===== src/rtl/cnn_ram_arbiter.sv =====
// cnn_ram_arbiter: shares the single-port 1-bit CNN input RAM between the UART
// bit unpacker (sequential writer) and the 3x3 window fetcher (reader).
// Tracks the write high-water mark, stalls reads of unwritten pixels, bounds
// read starvation, and is cleared per frame by frame_clr.
// Optional statistics counters are enabled by defining CNN_ARB_STATS_EN.
module cnn_ram_arbiter #(
  parameter int unsigned ADDR_W     = 10,
  parameter int unsigned DEPTH      = 784,
  parameter int unsigned STARVE_MAX = 4
) (
  input  logic              clk,
  input  logic              rst_n,
  input  logic              frame_clr,
  input  logic              wr_req,
  input  logic [ADDR_W-1:0] wr_addr,
  input  logic              wr_data,
  output logic              wr_gnt,
  input  logic              rd_req,
  input  logic [ADDR_W-1:0] rd_addr,
  output logic              rd_gnt,
  output logic              rd_valid,
  output logic              rd_data,
  output logic              ram_we,
  output logic [ADDR_W-1:0] ram_addr,
  output logic              ram_din,
  input  logic              ram_dout,
  output logic [ADDR_W-1:0] wr_ptr,
  output logic              err_seq,
  output logic              err_oob
`ifdef CNN_ARB_STATS_EN
  ,
  output logic [15:0]       stat_wr_cnt,
  output logic [15:0]       stat_rd_cnt,
  output logic [15:0]       stat_stall_cnt
`endif
);

  localparam int unsigned StW = $clog2(STARVE_MAX + 1);
  localparam logic [ADDR_W:0] DepthX = (ADDR_W + 1)'(DEPTH);
  localparam logic [StW-1:0] StarveMaxC = StW'(STARVE_MAX);

  logic [ADDR_W-1:0] wr_ptr_q, wr_ptr_d;
  logic [StW-1:0]    starve_q, starve_d;
  logic              err_seq_q, err_seq_d;
  logic              err_oob_q, err_oob_d;
  logic              rd_valid_q, rd_oob_q;
  logic [ADDR_W-1:0] ram_addr_q;

  logic wr_in_range, rd_in_range, rd_elig, rd_wins;

  // Eligibility and grant decision; frame_clr blocks every transfer.
  always_comb begin
    wr_in_range = {1'b0, wr_addr} < DepthX;
    rd_in_range = {1'b0, rd_addr} < DepthX;
    // Out-of-range reads are eligible so they can be consumed and flagged.
    rd_elig     = rd_req && (rd_addr < wr_ptr_q || !rd_in_range);
    rd_wins     = rd_elig && (starve_q == StarveMaxC);
    wr_gnt      = 1'b0;
    rd_gnt      = 1'b0;
    if (!frame_clr) begin
      if (wr_req && !rd_wins) begin
        wr_gnt = 1'b1;
      end else if (rd_elig) begin
        rd_gnt = 1'b1;
      end
    end
  end

  // RAM port drive; address holds its last value on idle cycles.
  always_comb begin
    ram_we   = wr_gnt && wr_in_range;
    ram_din  = ram_we && wr_data;
    ram_addr = ram_addr_q;
    if (ram_we) begin
      ram_addr = wr_addr;
    end else if (rd_gnt && rd_in_range) begin
      ram_addr = rd_addr;
    end
  end

  // Next-state for the write pointer, starvation counter and sticky errors.
  always_comb begin
    wr_ptr_d  = wr_ptr_q;
    starve_d  = starve_q;
    err_seq_d = err_seq_q;
    err_oob_d = err_oob_q;
    if (frame_clr) begin
      wr_ptr_d  = '0;
      starve_d  = '0;
      err_seq_d = 1'b0;
      err_oob_d = 1'b0;
    end else begin
      if (wr_gnt) begin
        if (wr_addr == wr_ptr_q) begin
          // Saturate at DEPTH; a write at addr==DEPTH only flags out-of-bounds.
          if ({1'b0, wr_ptr_q} < DepthX) wr_ptr_d = wr_ptr_q + 1'b1;
        end else begin
          err_seq_d = 1'b1;
        end
        if (!wr_in_range) err_oob_d = 1'b1;
      end
      if (rd_gnt && !rd_in_range) err_oob_d = 1'b1;
      if (rd_gnt || !rd_elig) begin
        starve_d = '0;
      end else if (wr_gnt && starve_q != StarveMaxC) begin
        starve_d = starve_q + 1'b1;
      end
    end
  end

  // State registers, including the one-deep read return pipe.
  always_ff @(posedge clk or negedge rst_n) begin
    if (!rst_n) begin
      wr_ptr_q   <= '0;
      starve_q   <= '0;
      err_seq_q  <= 1'b0;
      err_oob_q  <= 1'b0;
      rd_valid_q <= 1'b0;
      rd_oob_q   <= 1'b0;
      ram_addr_q <= '0;
    end else begin
      wr_ptr_q   <= wr_ptr_d;
      starve_q   <= starve_d;
      err_seq_q  <= err_seq_d;
      err_oob_q  <= err_oob_d;
      rd_valid_q <= rd_gnt;
      rd_oob_q   <= rd_gnt && !rd_in_range;
      ram_addr_q <= ram_addr;
    end
  end

  // Read return path; out-of-range reads return 0.
  always_comb begin
    rd_valid = rd_valid_q;
    rd_data  = rd_valid_q && !rd_oob_q && ram_dout;
    wr_ptr   = wr_ptr_q;
    err_seq  = err_seq_q;
    err_oob  = err_oob_q;
  end

`ifdef CNN_ARB_STATS_EN
  logic stall;
  assign stall = rd_req && !rd_gnt;

  // Saturating activity counters, cleared per frame.
  always_ff @(posedge clk or negedge rst_n) begin
    if (!rst_n) begin
      stat_wr_cnt    <= '0;
      stat_rd_cnt    <= '0;
      stat_stall_cnt <= '0;
    end else if (frame_clr) begin
      stat_wr_cnt    <= '0;
      stat_rd_cnt    <= '0;
      stat_stall_cnt <= '0;
    end else begin
      if (wr_gnt && stat_wr_cnt != 16'hFFFF) stat_wr_cnt <= stat_wr_cnt + 16'd1;
      if (rd_gnt && stat_rd_cnt != 16'hFFFF) stat_rd_cnt <= stat_rd_cnt + 16'd1;
      if (stall && stat_stall_cnt != 16'hFFFF) stat_stall_cnt <= stat_stall_cnt + 16'd1;
    end
  end
`endif

endmodule


===== config.mk =====
export PLATFORM = sky130hd
export DESIGN_NAME = cnn_ram_arbiter
export DESIGN_NICKNAME = d
export VERILOG_FILES = /design/src/rtl/cnn_ram_arbiter.sv
export SDC_FILE = /design/constraint.sdc
export NUM_CORES = 1
export LEC_CHECK = 0
export ABC_AREA = 0
export CORE_AREA = 2 2 65 67
export CTS_BUF_LIST = sky130_fd_sc_hd__clkbuf_4
export DETAILED_ROUTE_END_ITERATION = 10
export DIE_AREA = 0 0 67 69
export PLACE_DENSITY_LB_ADDON = 0.1
export REMOVE_ABC_BUFFERS = 1
export SETUP_SLACK_MARGIN = 0.05
export SYNTH_ARGS = -nofsm -noshare
export SYNTH_HDL_FRONTEND = slang
export SYNTH_SLANG_ARGS = --single-unit

===== constraint.sdc =====
create_clock -name clk -period 4 [get_ports clk]
set_clock_uncertainty 0.05 [all_clocks]
set_input_delay 0.8 -clock clk [delete_from_list [all_inputs] [get_ports clk]]
set_output_delay 0.8 -clock clk [all_outputs]
set_load 0.01 [all_outputs]

# Word-level counts from Yosys, hierarchy flattened
# Cells that the tools add are included.
# word_totals
in_bits	27
wordCells	63
register_bits	27
output_inout_bits	28
# classes
magnitude_cmp	4
n_mux	21
n_reduce_logical	24
eq_ne	5
n_addsub	2
# op_table
cell	count
2-to-1 mux 10 bit	6
< comparator 10 bit, second input constant	3
2-to-1 mux 1 bit	12
adder 10 x 1 -> 10 bit, second input constant	1
equality test 10 bit	1
logical AND 1 bit	10
< comparator 10 bit	1
2-to-1 mux 3 bit	3
nonzero test 2 bit	3
nonzero test 3 bit	2
zero test 1 bit	4
AND reduction 2 bit	2
adder 3 x 1 -> 3 bit, second input constant	1
equality test 3 bit, second input constant	1
!= test 3 x 2 -> 1 bit, second input constant	1
!= test 3 bit, second input constant	1
AND reduction 3 bit	1
logical OR 1 bit	2
!= test 2 bit, second input constant	1

# Logic depth before layout (Yosys ltp)
# logic_depth
depth_word	13
depth_mapped	9
depth_no_buf	8

# Least setup slack after synthesis
# Ideal clock, no wire load.
# synth_timing
kind	in2out
start	input rd_addr[9]
end	output ram_addr[0]
cell_stages	6
path_buffers	0
required_time_ns	3.150
arrival_time_ns	2.536
setup_slack_ns	0.614
path_cell_list	ha_1 -> or4b_1 -> nor3b_2 -> nand2_2 -> mux2_1 -> mux2_2
# synth_via
elab_chain_len	12
word_cells_on_any_way	17
cone_classes	order compare: 2; mux: 7; reduce/logical: 8
# synth_rtl
item	line	rtl
start, declared	19	input logic [ADDR_W-1:0] rd_addr,
< comparator 10 bit	54	rd_in_range = {1'b0, rd_addr} < DepthX;
zero test 1 bit	56	rd_elig = rd_req && (rd_addr < wr_ptr_q || !rd_in_range);
logical OR 1 bit	56	
logical AND 1 bit	56	
logical AND 1 bit	57	rd_wins = rd_elig && (starve_q == StarveMaxC);
zero test 1 bit	61	if (wr_req && !rd_wins) begin
logical AND 1 bit	61	
2-to-1 mux 1 bit	61	
2-to-1 mux 1 bit	60	if (!frame_clr) begin
logical AND 1 bit	76	end else if (rd_gnt && rd_in_range) begin
2-to-1 mux 10 bit	76	
2-to-1 mux 10 bit *	74	if (ram_we) begin
end, declared	24	output logic [ADDR_W-1:0] ram_addr,
# Mark *: on every way between the ends. The rest lies on a longest branch, timed or not.

# Worst setup path after layout
# layout_timing
start	input rd_addr[9]
end	output ram_addr[8]
# Same word-level chain as after synthesis.

==> run summary <==
Synth-to-Final Area Change: 49.0%
Max-slew headroom: 0.575
Post-synth EDFFs: 0
CP Cell Sequence: dlygate4sd2_1 > ha_2 > nand4_1 > a211oi_4 > buf_4 > nor3_2 > a21oi_2 > nand2_2 > buf_12 > mux2_1 > clkdlybuf4s15_1
Total CTS buffers: 3
PwrDens: 227 nW/µm²
Avg Inst Size Synth: 9.92 µm²
Max cap viols: 0
Worst Path Class, Setup: primary input to output pin
Initial Util: 0.469
Die height: 69 µm
Cells after synthesis: 185
Number of routed nets with antenna violations: 0
CP required: 3.15 ns
Hold path cells: 1
Initial drt markers: 108
Root buf cell: clkbuf_4
Vias in the first global route: 1742
Synthesized flop and latch total: 27
Fillers: 320
Via count: 1666
CTS H-tree lvls: 1
Status: finished, final reports clean
Leak: 0.00124 µW
Yosys cell types: 47
Reg clk slew, reported paths: 0.16 ns
Clock net sink count: 27
I/O pins: 55
Placed cells: 305
First-pass GRT wire length: 7940 µm
IO Port Bufs: 54
Crit path buffers/inverters: 4
Synth Flop Type: dfrtp_1
Most frequent cells in the layout: clkdlybuf4s50_1, dfrtp_1, buf_4
Critical path's slowest cell: ha_2
Final Max Tran Viols: 0
Clock Path Buffers: 2
YS warnings: 0
Fin util: 0.699
Final WS setup: 0.120 ns
Grt ovf: 0
DRC Markers: 0
Pre-CTS setup slack: -0.391 ns
Met2 usage: 0.393
GR Util met3: 0.0375
Dpl hpwl: 3630 µm
Period utilisation layout: 0.970
RSZ-0062 raised after global routing: yes
Largest net degree at the start of global routing: 28
Die area: 4620 µm²
Maximum vdd drop: 0.229 mV
CP max stage delay: 0.33 ns
Synthesized cell area: 1840 µm²
GP Congestion: 0.864
Worst-Margin Slew: 0.634 ns
DR pass1 iterations: 4
Post-layout min period: 3.88 ns
Proportion of layout cells with a drive suffix above 1: 0.267
Nets: 306
Post-synth ARST share: 1.00
Register area share after synthesis: 0.368
Worst skew pair latency: 0.34 ns
Crit path arrival time: 3.03 ns
Levels on crit path: 11
Total wire length: 4780 µm
Hold Crit Class: flop to flop
CTS tree: built
CP Capture Type: output pin
Startpoint types: primary input
Gr usage total: 0.219
Cell row count: 23
Core ar.: 3910 µm²
Final setup fails: 0
GR met1 Demand/Resource: 0.275
Chip width: 67 µm
Total power: 622 µW
Final cell count without fillers: 316
Vias/cell: 5.27
Worst-case reg-to-reg path depth: 10
GR peak layer: met2
Initial antenna violation count: 0
Worst path top cell family by delay: buffers and inverters
Largest fanout on the critical path: 11
Final setup TNS: 0 ns
Fmax: 258 MHz
Average wire per standard cell: 15.1 µm
Most common cell after layout, fill and taps aside: clkdlybuf4s50_1
Number of diodes: 0
Hold Fails Final Rpt: 0
synth_stat cells (3+ instances only):
library cell,instances,share of area
a211oi_1,3,0.012
a21oi_1,10,0.027
dfrtp_1,27,0.37
ha_1,12,0.082
inv_1,15,0.031
mux2_1,11,0.067
mux2_2,8,0.049
nand2_1,7,0.014
nand3_1,7,0.019
nand4_1,4,0.014
nor2_1,19,0.039
nor3_1,3,0.0082
o21ai_1,3,0.0082
or3_1,3,0.010
or4_1,3,0.012
xnor2_1,3,0.014
xor2_1,9,0.043
flip-flops by register name (all words and copies together), names as in the netlist:
name,count
err_oob,1
starve_q,3
err_seq,1
wr_ptr,10
rd_oob_q,1
ram_addr_q,10
rd_valid,1
routing by layer:
metal | vias up | wire length (µm) | part of all wire
met3 | 2 | 206 | 0.043
met2 | 42 | 2490 | 0.52
met1 | 791 | 2060 | 0.43
met4 | 0 | 24 | 0.0050
met5 | - | 0 | 0
li1 | 831 | - | -
worst register-to-register path: stages (launching register included):
cell      delay (ns)
dfrtp_1         0.46
inv_1           0.13
ha_1            0.33
nand4_1         0.15
a211oi_4        0.30
buf_4           0.17
nor3_2          0.04
buf_4           0.13
a211o_1         0.43
or4_1           0.51
a21oi_1         0.15
cell families after synthesis:
logic type / count (synthesis) / synth area share
flip-flops: 27 / 0.368
adder cells (fa/ha/maj): 12 / 0.0818
XOR/XNOR: 12 / 0.0573
buffers and inverters: 19 / 0.0491
AND/OR/NAND/NOR: 63 / 0.203
multiplexers: 20 / 0.122
AO/OA/AOI/OAI: 32 / 0.119
cell type report:
class                   count  area (µm²)  area share
repair buffers             81         746       0.273
flip-flops and latches     27         676       0.247
clock buffers               3        22.5     0.00823
inverters                  15        56.3      0.0206
well taps                  50        62.6      0.0229
multi-input cells         139        1160       0.426
clock inverters             1        7.51     0.00274
stage by stage:
| stage | hold slack (ns) | instance area, µm² |
|---|---|---|
| 2_1_floorplan | 0.382 | 1800 |
| 3_3_place_gp | 0.407 | 2570 |
| 3_5_place_dp | 0.407 | 2570 |
| 4_1_cts | 0.427 | 2670 |
| 5_1_grt | 0.458 | 2740 |
| 6_report | 0.420 | 2740 |
path summary, 6_finish.rpt:
kind / startpoint / to / slack, ns
min reg2reg: starve_q[0] / starve_q[0] / 0.42
min in group asynchronous: rst_n / ram_addr_q[7] / 0.77
min: starve_q[0] / starve_q[0] / 0.42
max: rd_addr[9] / ram_addr[8] / 0.12
max reg2reg: wr_ptr[7] / wr_ptr[8] / 1.10
max in group asynchronous: rst_n / err_seq / 2.87
power by group:
group	leakage [µW]	internal (µW)	switching, µW	total (µW)
Combinational	0.000869	104	87.0	191
Clock	0.0000139	38.3	91.4	130
Sequential	0.000353	295	6.49	301
Total	0.00124	437	185	622
repair_timing:
action                                  4_1_cts  5_1_grt
hold buffers                                  0        0
setup buffers                                 6        1
gates resized for setup                      49       17
pin swaps                                    10        6
endpoints found under the setup margin       14       13
No activity file was read; power rests on OpenSTA's default activity.
